==> src/rtl/sift_rot_pkg.sv <==
// Shared constants and types for the rotated-window sampling sequencer.
package sift_rot_pkg;

    localparam int ROT_STEPS = 36;
    localparam int SUBANG_N  = 9;

    typedef enum logic [1:0] {
        QUAD_0   = 2'd0,
        QUAD_90  = 2'd1,
        QUAD_180 = 2'd2,
        QUAD_270 = 2'd3
    } quad_t;

    typedef enum logic [2:0] {
        S_IDLE  = 3'd0,
        S_LOAD  = 3'd1,
        S_ISSUE = 3'd2,
        S_DRAIN = 3'd3,
        S_OUT   = 3'd4
    } rot_state_t;

endpackage

==> src/rtl/rot_quadrant_remap.sv <==
// Maps sample object index k to its output element index p for a 90-degree quadrant.
module rot_quadrant_remap
    import sift_rot_pkg::*;
#(
    parameter int WIN_W = 4,
    parameter int IDX_W = $clog2(WIN_W * WIN_W)
) (
    input  logic [IDX_W-1:0] i_k,
    input  quad_t            i_q,
    output logic [IDX_W-1:0] o_p
);

    localparam int unsigned W = WIN_W;

    always_comb begin
        int unsigned w_gx, w_gy, w_px, w_py;
        w_gx = 32'(i_k) % W;
        w_gy = 32'(i_k) / W;
        w_px = w_gx;
        w_py = w_gy;
        case (i_q)
            QUAD_0:   begin w_px = w_gx;         w_py = w_gy;         end
            QUAD_90:  begin w_px = w_gy;         w_py = W - 1 - w_gx; end
            QUAD_180: begin w_px = W - 1 - w_gx; w_py = W - 1 - w_gy; end
            QUAD_270: begin w_px = W - 1 - w_gy; w_py = w_gx;         end
            default:  begin w_px = w_gx;         w_py = w_gy;         end
        endcase
        o_p = IDX_W'(w_py * W + w_px);
    end

endmodule

==> src/rtl/rotate_sample_sequencer.sv <==
// Serialises one keypoint's rotated sample window through the shared interpolator
// and presents the quadrant-permuted result behind a valid/ready handshake.
module rotate_sample_sequencer
    import sift_rot_pkg::*;
#(
    parameter int WIN_W      = 4,
    parameter int ARR_L      = WIN_W * WIN_W,
    parameter int OUT_W      = 8,
    parameter int INTERP_LAT = 1
) (
    input  logic                     clk,
    input  logic                     rst,
    input  logic                     en,
    input  logic                     req_valid,
    output logic                     req_ready,
    input  logic [5:0]               req_rot,
    output logic                     win_latch,
    output logic [3:0]               angle_sel,
    output logic [$clog2(ARR_L)-1:0] obj_idx,
    output logic                     interp_en,
    input  logic [OUT_W-1:0]         interp_in,
    output logic                     out_valid,
    input  logic                     out_ready,
    output logic [ARR_L*OUT_W-1:0]   out_win,
    output logic                     busy
);

    localparam int IDX_W = $clog2(ARR_L);
    localparam int CNT_W = $clog2(INTERP_LAT + 1);

    rot_state_t               r_state;
    quad_t                    r_quad;
    logic [3:0]               r_angle_sel;
    logic [IDX_W-1:0]         r_obj_idx;
    logic                     r_interp_en;
    logic                     r_win_latch;
    logic [CNT_W-1:0]         r_drain_cnt;
    logic [INTERP_LAT-1:0]    r_dly_v;
    logic [IDX_W-1:0]         r_dly_k [INTERP_LAT];
    logic [ARR_L*OUT_W-1:0]   r_out_win;

    logic [5:0]               w_rot_fold;
    quad_t                    w_quad;
    logic [3:0]               w_sub;
    logic [IDX_W-1:0]         w_p;

    // Out-of-range orientations (36..63) wrap exactly once.
    assign w_rot_fold = (req_rot < 6'(ROT_STEPS)) ? req_rot : req_rot - 6'(ROT_STEPS);
    assign w_quad     = quad_t'(2'(w_rot_fold / 6'(SUBANG_N)));
    assign w_sub      = 4'(w_rot_fold % 6'(SUBANG_N));

    rot_quadrant_remap #(
        .WIN_W (WIN_W),
        .IDX_W (IDX_W)
    ) u_remap (
        .i_k (r_dly_k[INTERP_LAT-1]),
        .i_q (r_quad),
        .o_p (w_p)
    );

    always_ff @(posedge clk) begin
        if (rst) begin
            r_state     <= S_IDLE;
            r_quad      <= QUAD_0;
            r_angle_sel <= '0;
            r_obj_idx   <= '0;
            r_interp_en <= 1'b0;
            r_win_latch <= 1'b0;
            r_drain_cnt <= '0;
            r_dly_v     <= '0;
            for (int unsigned i = 0; i < INTERP_LAT; i++) r_dly_k[i] <= '0;
            r_out_win   <= '0;
        end else if (en) begin
            r_win_latch <= 1'b0;
            r_dly_v[0]  <= r_interp_en;
            r_dly_k[0]  <= r_obj_idx;
            for (int unsigned i = 1; i < INTERP_LAT; i++) begin
                r_dly_v[i] <= r_dly_v[i-1];
                r_dly_k[i] <= r_dly_k[i-1];
            end
            if (r_dly_v[INTERP_LAT-1])
                r_out_win[32'(w_p)*OUT_W +: OUT_W] <= interp_in;

            case (r_state)
                S_IDLE: begin
                    if (req_valid) begin
                        r_quad      <= w_quad;
                        r_angle_sel <= w_sub;
                        r_win_latch <= 1'b1;
                        r_state     <= S_LOAD;
                    end
                end
                S_LOAD: begin
                    r_obj_idx   <= '0;
                    r_interp_en <= 1'b1;
                    r_state     <= S_ISSUE;
                end
                S_ISSUE: begin
                    if (r_obj_idx == IDX_W'(ARR_L - 1)) begin
                        r_interp_en <= 1'b0;
                        r_drain_cnt <= '0;
                        r_state     <= S_DRAIN;
                    end else begin
                        r_obj_idx <= r_obj_idx + IDX_W'(1);
                    end
                end
                S_DRAIN: begin
                    if (r_drain_cnt == CNT_W'(INTERP_LAT - 1)) r_state <= S_OUT;
                    else r_drain_cnt <= r_drain_cnt + CNT_W'(1);
                end
                S_OUT: begin
                    if (out_ready) r_state <= S_IDLE;
                end
                default: r_state <= S_IDLE;
            endcase
        end
    end

    // Strobes are registered but masked by en so a frozen cycle issues nothing.
    assign win_latch = r_win_latch & en;
    assign interp_en = r_interp_en & en;
    assign angle_sel = r_angle_sel;
    assign obj_idx   = r_obj_idx;
    assign out_win   = r_out_win;
    assign req_ready = (r_state == S_IDLE);
    assign out_valid = (r_state == S_OUT);
    assign busy      = (r_state != S_IDLE);

endmodule

==> config.mk <==
export PLATFORM = sky130hd
export DESIGN_NAME = rotate_sample_sequencer
export DESIGN_NICKNAME = d
export VERILOG_FILES = /design/src/rtl/sift_rot_pkg.sv /design/src/rtl/rot_quadrant_remap.sv /design/src/rtl/rotate_sample_sequencer.sv
export SDC_FILE = /design/constraint.sdc
export NUM_CORES = 1
export LEC_CHECK = 0
export ABC_AREA = 1
export ABC_CLOCK_PERIOD_IN_PS = 5700
export CAP_MARGIN = 20
export CORE_MARGIN = 5
export CORE_UTILIZATION = 65
export DETAILED_ROUTE_END_ITERATION = 8
export DONT_BUFFER_PORTS = 1
export PLACE_DENSITY = 0.89
export SYNTH_ARGS = -nofsm -noshare
export SYNTH_HDL_FRONTEND = slang
export SYNTH_SLANG_ARGS = --single-unit
==> constraint.sdc <==
create_clock -name clk -period 5.7 [get_ports clk]
set_input_delay 0.57 -clock clk [delete_from_list [all_inputs] [get_ports clk]]
set_output_delay 0.57 -clock clk [all_outputs]
set_load 0.1 [all_outputs]
# --- Yosys cells after proc, flatten, opt, wreduce, memory -nomap -nowiden ---
# Memories as Yosys holds them, arrays and structs flattened.
# Cells that the tools add are included.
word_totals:
  output_inout_bits: 141
  in_bits: 19
  mem_bits_rw: 4
  regBits: 145
  word_cells: 73
  n_memories: 1
classes:
  n_reduce_logical: 12
  add_sub_neg: 7
  shift: 2
  mux: 24
  div_mod_pow: 2
  n_lt_le_gt_ge: 1
  n_eq_ne: 13
  n_bitwise: 2
mem_list:
  columns: ["memory", "depth", "word_bits", "read_ports", "rd_ports_with_merged_regs", "write_ports", "line_no", "rtl"]
  rows:
  - ["r_dly_k", 1, 4, 1, 0, 1, "rotate_sample_sequencer.sv:39", "logic [IDX_W-1:0] r_dly_k [INTERP_LAT];"]
ops:
  columns: ["op", "n"]
  rows:
  - ["bitwise mux 128 bit", 1]
  - ["variable shift 8 x 34 -> 128 bit, first input constant", 1]
  - ["indexed part select 8 x 34 -> 128 bit", 1]
  - ["negator 7 -> 34 bit", 1]
  - ["case mux 4 bit (4 select lines)", 1]
  - ["case mux 3 bit (5 select lines)", 1]
  - ["two-way mux 3 bit", 4]
  - ["AND reduction 3 bit", 4]
  - ["two-way mux 1 bit", 10]
  - ["two-way mux 4 bit", 2]
  - ["!= test 2 bit, second input constant", 4]
  - ["case mux 2 bit (4 select lines)", 1]
  - ["case mux 4 bit (2 select lines)", 1]
  - ["divider 6 x 4 -> 6 bit, second input constant", 1]
  - ["== test 3 x 2 -> 1 bit, second input constant", 2]
  - ["less-than comparator 6 bit, second input constant", 1]
  - ["remainder unit 6 x 4 -> 6 bit, second input constant", 1]
  - ["two-way mux 6 bit", 1]
  - ["subtractor 2 x 2 -> 3 bit, first input constant", 2]
  - ["subtractor 6 bit, second input constant", 1]
  - ["AND reduction 5 bit", 1]
  - ["adder 4 x 1 -> 4 bit, second input constant", 1]
  - ["adder 4 bit", 1]
  - ["== test 2 bit, second input constant", 2]
  - ["14 further kinds", 17]

# --- Longest topological paths before layout ---
# Gate-level depths: netlist of the first run.
# An unclocked memory read counts as a cell.
logic_depth:
  depth_word: 7
  mapped_depth: 25
  depth_no_buf: 25

# --- Cells and area by module ---
# A second synthesis of the first run with hierarchy kept.
hier_totals:
  hier_cells: 840
  area_unflattened_um2: 6326.1
modules_own_cells:
  columns: ["mod", "instances", "seq_area_each_um2", "area_per_inst_um2", "cells_each"]
  rows:
  - ["rotate_sample_sequencer", 1, 3002.9, 6190.9, 806]
  - ["rot_quadrant_remap", 1, 0.0, 135.1, 34]

# --- Least setup slack after synthesis of the first run ---
# Ideal clock, no wire load.
synth_path:
  path_type: "reg2reg"
  from: "register r_state[0]"
  to: "register r_quad[0]"
  setup_slack_ps: 1710
  setup_time_ps: 116
  required_ps: 5584
  path_stages_with_launch: 9
  period_less_slack_ps: 3990
  arrival_ps: 3875
  n_path_buf: 0
  path_cell_list: "dfxtp_1 > nor2_1 > inv_1 > nor2_1 > inv_1 > nor3_1 > inv_1 > o21ai_0 > inv_1"
synth_between:
  elab_chain_len: 2
synth_rtl:
  columns: ["item", "line_no", "rtl"]
  rows:
  - ["start: declaration", "rotate_sample_sequencer.sv:31", "rot_state_t r_state;"]
  - ["start signal: assignment", "rotate_sample_sequencer.sv:63", "r_state <= S_IDLE;"]
  - ["start signal: assignment", "rotate_sample_sequencer.sv:90", "r_state <= S_LOAD;"]
  - ["start signal: assignment", "rotate_sample_sequencer.sv:96", "r_state <= S_ISSUE;"]
  - ["zero test 3 bit", null, null]
  - ["net req_ready", "rotate_sample_sequencer.sv:15", "output logic req_ready,"]
  - ["AND reduction 3 bit (no line)", null, null]
  - ["end signal: assignment", "rotate_sample_sequencer.sv:87", "r_quad <= w_quad;"]
  - ["end: declaration", "rotate_sample_sequencer.sv:32", "quad_t r_quad;"]
# The timed path passes the listed nets, and every way through them passes these cells.
# A chain may end at the register's enable or synchronous reset.

# --- Worst setup path in the final report of the first run ---
layout_path:
  from: "register r_quad[0]"
  to: "register r_out_win[30] (netlist: out_win[30])"
layout_between:
  elab_chain_len: 6
  elab_cells_between_ends: 11
  cone_classes: "add/sub (2); eq/ne (3); shift (2); mux (3); reduce/logical (1)"
layout_rtl:
  columns: ["item", "line_no", "rtl"]
  rows:
  - ["== test 2 bit (tied with other cells)", "rot_quadrant_remap.sv:21", "case (i_q)"]
  - ["case mux 4 bit (4 select lines) / case mux 2 bit (4 select lines) (equally long branches)", "rot_quadrant_remap.sv:21", null]
  - ["adder 4 bit (*)", "rot_quadrant_remap.sv:28", "o_p = IDX_W'(w_py * W + w_px);"]
  - ["negator 7 -> 34 bit (*)", "rotate_sample_sequencer.sv:82", "r_out_win[32'(w_p)*OUT_W +: OUT_W] <= interp_in;"]
  - ["indexed part select 8 x 34 -> 128 bit / variable shift 8 x 34 -> 128 bit (equally long branches)", "rotate_sample_sequencer.sv:82", null]
  - ["bitwise mux 128 bit (*)", "rotate_sample_sequencer.sv:82", null]
  - ["end signal: indexed assignment", "rotate_sample_sequencer.sv:82", null]
  - ["end: declaration", "rotate_sample_sequencer.sv:40", "logic [ARR_L*OUT_W-1:0] r_out_win;"]
# Every way passes the cells marked *; elsewhere a longest branch is shown, timed or not.

==> implementation parameters, run 1 <==
Parameter                              Value

Status
  Run status    finished, final reports clean

Layout
  Commonest non-fill, non-tap cells in the layout    154 x sky130_fd_sc_hd__nor2_1, 151 x sky130_fd_sc_hd__inv_1, 144 x sky130_fd_sc_hd__dfxtp_1
  Final standard cell count with taps included and fillers excluded    1066
  Most frequent standard cell in the layout excluding fill and tap cells    sky130_fd_sc_hd__nor2_1
  Area overhead of the layout relative to synthesis    9.58%
  Final core utilization    73.5%
  Ant. Diodes    0
  FILL cells    789
  Flip-flop and latch area    3000 sq um
  Area of combinational cells with multiple inputs    2810 sq um
  Fraction of final layout cells sized beyond drive strength 1    5.68%
  Net count, final    948
  Final instance area    7210 sq um

STA
  Max Clock Freq    0.272 GHz
  Setup violation total in the final timing report    0
  Layout Skew    about 5.7 ps
  Setup TNS    0 ps
  Period Utilization, post-route    64.6%
  Actual slew at the worst max-slew pin    1090 ps
  Number of endpoints with negative hold slack in the final report    0
  Count of final max-slew check failures    0
  Crit path time final    ~3700 ps
  Tightest slew margin relative to the limit    around 27%
  Unrepaired setup endpoints after global routing    no

Global routing
  Global routing usage summed across all routing layers    26.6%
  Via count of the first global-routing pass    about 5.3k
  First-pass GRT wire length    26.8 mm
  Grt ovf    0
  Antenna violations before repair    0
  Pin count of the biggest net entering global routing    63

Detailed routing
  Total vias in the final route    5829
  Iteration count of the initial detailed-routing pass    7
  DRC violation total after the first TritonRoute iteration    527
  Post-route DRC violation count    0
  Post-detailed-routing wire length    16.8 mm
  Wirelength per Cell    15.8 microns
  Count of nets left with antenna violations after detail routing    0
  Drt via density    5.47

Synth
  Ys async rst share    0%
  Number of nets produced by synthesis    964
  Part of the Yosys area used for sequential elements    45.6%
  Syn Std Cell Area    6580 sq um
  Count of unique library cells instantiated by Yosys    31
  Cells after synthesis    937
  Predominant post-synthesis flop cell    sky130_fd_sc_hd__dfxtp_1
  Flop and latch count out of synthesis    ~150
  Count of synthesis-stage warnings from yosys    0
  Per-instance average area after synthesis    7.03 sq um
  Number of flops mapped to enable cells by yosys    4

Placement
  Routability congestion estimate from global placement    0.895
  Placed Instances    about 1.0k
  Instance area at placement    6620 sq um
  Port bufs    0
  Detailed placement HPWL    12.1 mm

Critical path
  Data arrival time of the critical path    4090 ps
  Delay of the slowest cell on the worst path    about 650 ps
  Category of the most critical setup path    reg -> reg
  Ordered cell list for the critical path    inv_1, nand2_1, nand2_1, xor2_1, inv_1, ha_1, buf_4, nor2_1, nand3_1, o21ai_0, nor2_1
  Critical Path Source Type    flop
  Type of destination of the critical path    flop
  Highest-delay cell along the critical path    sky130_fd_sc_hd__nand3_1
  Highest fanout seen on the critical path    29
  Worst Path Required    6100 ps

Clock tree
  H-tree levels    4
  Clock buffers created by TritonCTS    17
  Cell chosen for the clock root    sky130_fd_sc_hd__clkbuf_8
  Resize count post-CTS    0
  TritonCTS clock tree    done
  Clk slew on worst S/H paths    70 ps
  Count of clock tree sinks    148
  Maximum root-to-sink buffer count    2
  Hold-fix buffer count after cts    0
  Number of post-CTS setup repair buffers    0
  Clock insertion delay at the later pin of the skew report    around 520 ps

Power and ir drop
  Overall power of the completed layout    2.60 mW
  Worst VDD drop    approximately 0.0003 V
  LEAKAGE    3.33 nW
  Power per unit of standard cell area    361 nW/um^2

Flow run
  Maximum Capacitance Violations    0

Floorplanning
  Number of primary I/O pins    160
  Die outline height    roughly 110 microns
  Floorplan die width    111 microns
  FP Rows    36
  Full die area    between 10000 and 15000 sq um
  Starting utilization of the core area    67.0%
  Floorplan core area    9820 sq um

Worst hold path
  Type of the tightest min-delay check    in -> reg
==> critical path: cells and delay by family, from the launching register on <==
family / cells / cell delay [ps]
simple gates: 5 / 1460
buf+inv: 3 / 660
flops: 1 / 420
compound gates: 1 / 370
fa+ha+maj: 1 / 360
xor+xnor: 1 / 280
==> sequential cells by signal, summed over array words and instances, names as in the netlist <==
register	count
angle_sel	4
obj_idx	4
out_win	128
r_dly_k	4
r_dly_v	1
r_interp_en	1
r_quad	2
r_state	3
r_win_latch	1
==> cell usage after synthesis (4+ instances only) <==
cell                       number  area (sq um)
sky130_fd_sc_hd__buf_4          4          30.0
sky130_fd_sc_hd__ha_1           8           100
sky130_fd_sc_hd__buf_2         13          65.1
sky130_fd_sc_hd__inv_1        152           571
sky130_fd_sc_hd__nand2_1      139           522
sky130_fd_sc_hd__nor3_1        10          50.1
sky130_fd_sc_hd__nor2_1       155           582
sky130_fd_sc_hd__nand3_1       41           205
sky130_fd_sc_hd__xor2_1         6          52.6
sky130_fd_sc_hd__nand4_1        9          56.3
sky130_fd_sc_hd__dfxtp_1      144          2880
sky130_fd_sc_hd__o21a_1         4          30.0
sky130_fd_sc_hd__edfxtp_1       4           120
sky130_fd_sc_hd__o21ai_0      109           546
sky130_fd_sc_hd__clkbuf_1      19          71.3
sky130_fd_sc_hd__o211a_1        7          70.1
sky130_fd_sc_hd__a21oi_1       84           420
==> cell type report <==
| type | instances | share of cell area, % |
|---|---|---|
| Inverter | 156 | 8.15 |
| Clock inverter | 12 | 2.12 |
| Multi-Input combinational cell | 594 | 39.0 |
| Timing Repair Buffer | 4 | 0.659 |
| Tap cell | 133 | 2.31 |
| Clock buffer | 19 | 6.12 |
| Sequential cell | 148 | 41.6 |
==> through the flow <==
step | setup WS [ps] | hold slack [ps]
3_3_place_gp | 2270 | 446
3_5_place_dp | 2090 | 453
5_1_grt | 1560 | 90.8
6_report | 2020 | 107
4_1_cts | 2070 | 101
2_1_floorplan | 1710 | 440
==> report_power, final <==
part	internal, mW	switching (mW)	total [mW]
Combinational	0.0816	0.304	0.386
Sequential	1.05	0.0459	1.10
Clock	0.688	0.434	1.12
==> worst paths after layout <==
kind	startpoint	end	depth (start not counted)	slack (ps)
min	rst	out_win[115]	1	110
max reg2reg	r_quad[0]	out_win[30]	11	2020
max	r_quad[0]	out_win[30]	11	2020
min reg2reg	r_interp_en	r_interp_en	2	460
==> per-layer routing <==
layer | track usage [%] | up-vias | share of wire [%]
li1 | - | 2937 | -
met1 | 31.0 | 2592 | 38
met3 | 12.1 | 35 | 11
met5 | 0 | - | 0
met2 | 43.3 | 265 | 48
met4 | 9.03 | 0 | 2.3
==> logic make-up after synthesis <==
family	after synthesis	synth area share (%)
AO/OA/AOI/OAI	212	17.0
XOR/XNOR	6	0.798
adder cells (fa/ha/maj)	8	1.52
buffers and inverters	195	11.7
flip-flops	148	45.6
AND/OR/NAND/NOR	368	23.3
(Power assumes the default switching activity.)
==> inputs of run 2 (changes only) <==
- ABC_CLOCK_PERIOD_IN_PS: 5700 -> 3380
- CORE_UTILIZATION: 65 -> 57
- PLACE_DENSITY: 0.89 -> 0.83
- clock period: 5.7 -> 3.38 ns (I/O delays scaled with it)
==> run 2 against run 1 <==
Via count hardly changed; register-to-register slack got worse by 1700 ps; combinational power grew 88%; clock-buffer cell count stayed put; critical path type unchanged; highest routed layer unchanged.
==> implementation parameters, run 2 (same netlist as run 1, synthesis figures left out) <==
Parameter                              Value

Status
  Run status    finished, final reports clean

Power and ir drop
  Power per unit of standard cell area    610 nW/um^2 (+69%)
  Cell Int Power    3.13 mW (+72%)
  Part of the total power dissipated in combinational logic    16.1% (+1.3 points)
  Switching power total    1.37 mW (+75%)
  Sw Share    30.4% (+0.31 points)
  Clock network fraction of design power    43.1% (about the same)
  Fraction of power consumed by sequential logic    40.7% (-1.4 points)
  LEAKAGE    3.40 nW (+2.2%)
  Worst VDD drop    0.000418 V (+36%)

Clock tree
  Cell chosen for the clock root    sky130_fd_sc_hd__clkbuf_16
  Clk slew on worst S/H paths    60 ps (about the same)
  Clock insertion delay at the later pin of the skew report    420 ps (-100 ps)
  H-tree levels    4 (unchanged)
  Maximum root-to-sink buffer count    2 (unchanged)
  Clock buffers created by TritonCTS    17 (unchanged)
  Count of clock tree sinks    148 (unchanged)
  TritonCTS clock tree    done

STA
  Setup violation total in the final timing report    0 (unchanged)
  Unrepaired setup endpoints after global routing    yes
  Crit path time final    3080 ps (-604 ps)
  Period Utilization, post-route    91.1% (+26 points)
  Hold Slack    77.1 ps (-29.9 ps)
  Count of final max-slew check failures    0 (unchanged)
  Layout Skew    6.77 ps (+1.08 ps)
  Tightest slew margin relative to the limit    28.3% (+0.93 points)
  Actual slew at the worst max-slew pin    1070 ps (-16.3 ps)
  Max Clock Freq    0.325 GHz (+20%)
  Number of endpoints with negative hold slack in the final report    0 (unchanged)

Worst hold path
  Type of the tightest min-delay check    in -> reg

Critical path
  Buffer and inverter count on the worst path    4 (+1)
  Worst Path Required    3730 ps (-2370 ps)
  Data arrival time of the critical path    3430 ps (-660 ps)
  Type of destination of the critical path    flop
  Critical Path Source Type    flop
  Cell family with most CP delay    buffers and inverters
  Delay of the slowest cell on the worst path    560 ps (-90 ps)
  Worst setup slack for register-to-register paths    300 ps (-1720 ps)
  Highest fanout seen on the critical path    16 (-45%)
  Highest-delay cell along the critical path    sky130_fd_sc_hd__ha_1
  Ordered cell list for the critical path    inv_1, nand2_1, nand2_1, xor2_1, inv_1, ha_1, inv_1, nor2_2, nand2_1, inv_1, o21ai_0, a21oi_1
  Cell repeated most along the worst path    sky130_fd_sc_hd__inv_1
  Category of the most critical setup path    reg -> reg

Global routing
  Met2 demand-to-capacity share in global routing    40.7% (-2.6 points)
  Global routing usage summed across all routing layers    24.8% (-1.8 points)
  Grt ovf    0 (unchanged)
  Antenna violations before repair    0 (unchanged)
  Most utilized layer in the global route result    met2
  Via count of the first global-routing pass    5408 (+1.1%)
  Met3 global-route usage    10.0% (-2.1 points)
  Pin count of the biggest net entering global routing    77 (+22%)
  Met1 capacity usage during global routing    29.2% (-1.7 points)
  First-pass GRT wire length    27.9 mm (+4.1%)

Detailed routing
  Iteration count of the initial detailed-routing pass    5 (-2)
  Drt via density    5.35 (-2.2%)
  Total vias in the final route    5828 (-0.017%)
  Count of nets left with antenna violations after detail routing    0 (unchanged)
  Wirelength per Cell    15.9 microns (+0.94%)
  Post-detailed-routing wire length    17.4 mm (+3.2%)
  DRC violation total after the first TritonRoute iteration    494 (-6.3%)
  Post-route DRC violation count    0 (unchanged)

Floorplanning
  Floorplan core area    11400 sq um (+16%)
  Full die area    13800 sq um (+13%)
  Floorplan die width    117 microns (+6.2%)
  Starting utilization of the core area    57.9% (-9.1 points)
  Number of primary I/O pins    160 (unchanged)
  FP Rows    39 (+8.3%)
  Die outline height    117 microns (+6.2%)

Layout
  Ant. Diodes    0 (unchanged)
  Area overhead of the layout relative to synthesis    12.1%
  Fraction of final layout cells sized beyond drive strength 1    7.39% (+1.7 points)
  Final standard cell count with taps included and fillers excluded    1090 (+2.3%)
  Number of flip-flops under the largest register name    128 (unchanged)
  Most frequent standard cell in the layout excluding fill and tap cells    sky130_fd_sc_hd__nor2_1
  Commonest non-fill, non-tap cells in the layout    153 x sky130_fd_sc_hd__nor2_1, 151 x sky130_fd_sc_hd__inv_1, 144 x sky130_fd_sc_hd__dfxtp_1
  Net count, final    961 (+1.4%)

Flow run
  Maximum Capacitance Violations    0 (unchanged)

Placement
  Routability congestion estimate from global placement    0.885 (-1.1%)
  Placed Instances    1057 (+2.1%)
  Port bufs    0 (unchanged)
  Detailed placement HPWL    12.5 mm (+3.3%)
-- run 2: changes by cell type in the layout (fill, tap and decap cells not counted), sizes merged --
cell / delta
inv: +2
clkinv: -1
dlygate4sd3: +1
buf: +12
-- run 2: stage by stage --
| stage | TNS, ps | utilization [%] | area (sq um) | power (mW) | setup WS [ps] |
|---|---|---|---|---|---|
| CTS | 0 | 64.7 | 7360 | 4.51 | 256 |
| global placement | 0 | 59.2 | 6730 | 2.56 | 377 |
| floorplan | 0 | - | 6590 | 2.40 | 129 |
| detailed placement | 0 | 59.2 | 6730 | 2.57 | 300 |
| finish | 0 | 64.9 | 7380 | 4.50 | 301 |
| global route | -95.6 | 64.9 | 7380 | 4.70 | -35.8 |
-- run 2: cell type report --
type                            instances  area (sq um)
Multi-Input combinational cell        594          2840
Tap cell                              143           179
Sequential cell                       148          3000
Clock inverter                         13           171
Fill cell                             996          3990
Inverter                              156           588
Clock buffer                           19           443
Timing Repair Buffer                   17           160
-- run 2: power groups by stage --
stage               clock network, mW  logic, mW  registers, mW
finish                           1.94      0.726           1.83
global route                     2.06      0.801           1.84
CTS                              1.96      0.714           1.83
detailed placement                  0      0.702           1.87
global placement                    0      0.691           1.87
floorplan                           0      0.516           1.88
-- run 2: worst paths after layout --
check,startpoint,to,cells past startpoint
hold reg to reg,r_dly_v,r_dly_v,2
setup reg to reg,r_quad[0],out_win[47],12
setup / recovery,r_quad[0],out_win[47],12
hold / removal,rst,r_quad[0],3
-- run 2: worst reg2reg max path, stage by stage (launching register included) --
cell,delay (ps)
sky130_fd_sc_hd__dfxtp_1,410
sky130_fd_sc_hd__inv_1,100
sky130_fd_sc_hd__nand2_1,70
sky130_fd_sc_hd__nand2_1,50
sky130_fd_sc_hd__xor2_1,230
sky130_fd_sc_hd__inv_1,130
sky130_fd_sc_hd__ha_1,560
sky130_fd_sc_hd__inv_1,370
sky130_fd_sc_hd__nor2_2,320
sky130_fd_sc_hd__nand2_1,170
sky130_fd_sc_hd__inv_1,310
sky130_fd_sc_hd__o21ai_0,130
sky130_fd_sc_hd__a21oi_1,160
-- run 2: repair_timing --
item | CTS | global route
endpoints found under the setup margin | 0 | 18
resized for setup | 0 | 5
endpoints found under the hold margin | 25 | 0
setup buffers | 0 | 0
hold buffers | 1 | 0
-- run 2: per-layer routing --
layer / wire (microns) / part of all wire [%] / up-vias
met4: 294 / 1.7 / 0
met5: 0 / 0 / -
met2: 8450 / 49 / 201
li1: - / - / 2956
met1: 6940 / 40 / 2646
met3: 1690 / 9.7 / 25
==> inputs of run 3 (changes only) <==
- CELL_PAD_IN_SITES_DETAIL_PLACEMENT: not set -> 1
- CELL_PAD_IN_SITES_GLOBAL_PLACEMENT: not set -> 1
- CORE_UTILIZATION: 57 -> 40
==> run 3 against run 2 <==
Fmax grew 3.0%; combinational power grew 3%; highest routed layer unchanged; clock power is essentially flat; worst setup slack gained 89 ps; critical path type unchanged; largest cell class unchanged; non-clock buffer count grew 3; design area grew 0.97%.
==> implementation parameters, run 3 (same netlist as run 1, synthesis figures left out) <==
Parameter                              Value

Status
  Run status    finished, final reports clean

Global routing
  Antenna violations before repair    0 (unchanged)
  Via count of the first global-routing pass    5821 (+7.6%)
  Global routing usage summed across all routing layers    20.8% (-4.0 points)
  First-pass GRT wire length    32.3 mm (+16%)
  Grt ovf    0 (unchanged)
  Pin count of the biggest net entering global routing    46 (-40%)

Floorplanning
  FP Rows    47 (+21%)
  Number of primary I/O pins    160 (unchanged)
  Die outline height    138 microns (+18%)
  Floorplan core area    16300 sq um (+44%)
  Floorplan die width    138 microns (+18%)
  Starting utilization of the core area    40.3% (-18 points)
  Full die area    19100 sq um (+39%)

Layout
  Commonest non-fill, non-tap cells in the layout    154 x sky130_fd_sc_hd__nor2_1, 151 x sky130_fd_sc_hd__inv_1, 144 x sky130_fd_sc_hd__dfxtp_1
  Most frequent standard cell in the layout excluding fill and tap cells    sky130_fd_sc_hd__nor2_1
  Net count, final    964 (+0.31%)
  Fraction of final layout cells sized beyond drive strength 1    7.06% (-0.33 points)
  Final standard cell count with taps included and fillers excluded    1169 (+7.2%)
  Area of combinational cells with multiple inputs    2810 sq um (-0.79%)
  Flip-flop and latch area    3000 sq um (unchanged)
  Ant. Diodes    0 (unchanged)
  Area overhead of the layout relative to synthesis    13.2%
  Final instance area    7450 sq um (+0.97%)
  FILL cells    2114 (+110%)
  Number of flip-flops under the largest register name    128 (unchanged)

Worst hold path
  Type of the tightest min-delay check    in -> reg

Placement
  Worst setup slack before clock tree synthesis    278 ps (-21.6 ps)
  Routability congestion estimate from global placement    0.833 (-5.8%)
  Detailed placement HPWL    14.9 mm (+19%)
  Instance area at placement    6850 sq um (+1.8%)
  Port bufs    0 (unchanged)
  Placed Instances    1137 (+7.6%)

Power and ir drop
  Sw Share    31.1% (+0.69 points)
  LEAKAGE    3.40 nW (about the same)
  Switching power total    1.40 mW (+2.1%)
  Fraction of power consumed by sequential logic    40.9% (+0.2 points)
  Cell Int Power    3.10 mW (-1.2%)
  Power per unit of standard cell area    603 nW/um^2 (-1.1%)
  Part of the total power dissipated in combinational logic    16.6% (+0.5 points)
  Clock network fraction of design power    42.6% (-0.5 points)
  Worst VDD drop    0.000360 V (-14%)

Critical path
  Type of destination of the critical path    flop
  Worst Setup SP    r_quad[0]
  Cell repeated most along the worst path    sky130_fd_sc_hd__inv_1
  Highest fanout seen on the critical path    16 (unchanged)
  Worst Path Required    3650 ps (-80 ps)
  Cells on worst reg2reg path    13 (+1)
  Category of the most critical setup path    reg -> reg
  Worst setup path end    out_win[24]
  Delay of the slowest cell on the worst path    450 ps (-110 ps)
  Worst setup slack for register-to-register paths    390 ps (+90 ps)
  Data arrival time of the critical path    3260 ps (-170 ps)
  Highest-delay cell along the critical path    sky130_fd_sc_hd__nand3_1
  R2r startpoint    r_quad[0]
  Ordered cell list for the critical path    inv_1, nand2_1, nand2_1, xor2_1, inv_1, nand2_1, inv_1, ha_1, inv_1, nor2_1, nand3_1, o21ai_0, nor2_1
  Critical Path Source Type    flop
  Capturing point of the worst reg2reg path    out_win[24]

Detailed routing
  Wirelength per Cell    17.2 microns (+7.9%)
  Drt via density    5.05 (-5.6%)
  Post-detailed-routing wire length    20.1 mm (+16%)
  Count of nets left with antenna violations after detail routing    0 (unchanged)
  Post-route DRC violation count    0 (unchanged)
  DRC violation total after the first TritonRoute iteration    319 (-35%)
  Total vias in the final route    5898 (+1.2%)
  Iteration count of the initial detailed-routing pass    4 (-1)

Clock tree
  Cell chosen for the clock root    sky130_fd_sc_hd__clkbuf_16
  TritonCTS clock tree    done
  Clock insertion delay at the later pin of the skew report    420 ps (about the same)
  Clock buffers created by TritonCTS    17 (unchanged)
  H-tree levels    4 (unchanged)
  Count of clock tree sinks    148 (unchanged)
  Maximum root-to-sink buffer count    2 (unchanged)
  Clk slew on worst S/H paths    60 ps (about the same)

STA
  Unrepaired setup endpoints after global routing    no
  Tightest slew margin relative to the limit    27.9% (-0.33 points)
  Number of endpoints with negative hold slack in the final report    0 (unchanged)
  Actual slew at the worst max-slew pin    1080 ps (+7.06 ps)
  Layout Skew    7.34 ps (+0.575 ps)
  Period Utilization, post-route    88.4% (-2.6 points)
  Setup violation total in the final timing report    0 (unchanged)
  Count of final max-slew check failures    0 (unchanged)
  Setup TNS    0 ps (unchanged)
  Crit path time final    2990 ps (-89.1 ps)
  Worst setup margin    390 ps (+89.1 ps)
  Max Clock Freq    0.334 GHz (+3.0%)

Flow run
  Maximum Capacitance Violations    0 (unchanged)
run 3: cell count changes in the layout (fill, tap and decap cells not counted):
cell | previous run | this run
sky130_fd_sc_hd__clkinv_2 | 1 | 3
sky130_fd_sc_hd__clkinvlp_4 | 2 | 3
sky130_fd_sc_hd__nor2_1 | 153 | 154
sky130_fd_sc_hd__nand3_1 | 37 | 41
sky130_fd_sc_hd__nand3_2 | 7 | 3
sky130_fd_sc_hd__buf_4 | 14 | 17
sky130_fd_sc_hd__inv_6 | 4 | 0
sky130_fd_sc_hd__inv_4 | 1 | 2
sky130_fd_sc_hd__nor2_2 | 5 | 4
sky130_fd_sc_hd__clkbuf_8 | 1 | 0
run 3: cell type report:
class / instances / share of cell area, %
Clock buffer: 18 / 5.76
Clock inverter: 13 / 2.15
Inverter: 156 / 7.89
Multi-Input combinational cell: 594 / 37.8
Sequential cell: 148 / 40.3
Tap cell: 220 / 3.69
Timing Repair Buffer: 20 / 2.45
run 3: worst min-delay path by stage:
stage / startpoint / to / slack [ps] / cells after the start
2_1_floorplan: r_interp_en / r_interp_en / 440 / 2
3_3_place_gp: rst / r_dly_v / 410 / 1
3_5_place_dp: rst / obj_idx[0] / 410 / 1
4_1_cts: interp_in[1] / out_win[1] / 70 / 2
5_1_grt: rst / r_quad[0] / 80 / 3
6_report: interp_in[1] / out_win[1] / 80 / 2
run 3: critical path, delay by kind of cell (launching register included):
kind                     cells  cell delay, ps
AND/OR/NAND/NOR              6            1000
buffers and inverters        4             450
flip-flops                   1             420
adder cells (fa/ha/maj)      1             400
AO/OA/AOI/OAI                1             340
XOR/XNOR                     1             220
run 3: power groups by stage:
stage	clock, mW	combinational (mW)	sequential, mW
final	1.91	0.745	1.84
after detailed placement	0	0.731	1.88
after CTS	1.95	0.746	1.84
after floorplan	0	0.516	1.88
after global placement	0	0.720	1.87
after global routing	2.03	0.826	1.84
run 3: what timing repair did:
action,CTS,global route
endpoints found under the hold margin,25,0
hold buffers,1,0
setup buffers,0,0
resized for setup,0,0
run 3: per-stage QoR:
stage	utilization [%]	power [mW]	hold WS [ps]
final	45.6	4.49	82.2
after global routing	45.6	4.69	77.3
after floorplan	-	2.40	440
after global placement	41.9	2.59	411
after CTS	45.6	4.53	67.2
after detailed placement	41.9	2.61	412
run 3: metal layers:
| layer | share of wire (%) | vias to the layer above | GRT usage (%) |
|---|---|---|---|
| met2 | 46 | 140 | 33.8 |
| met3 | 8.5 | 22 | 8.84 |
| li1 | - | 2967 | - |
| met1 | 44 | 2769 | 25.4 |
| met5 | 0 | - | 0 |
| met4 | 1.4 | 0 | 5.30 |
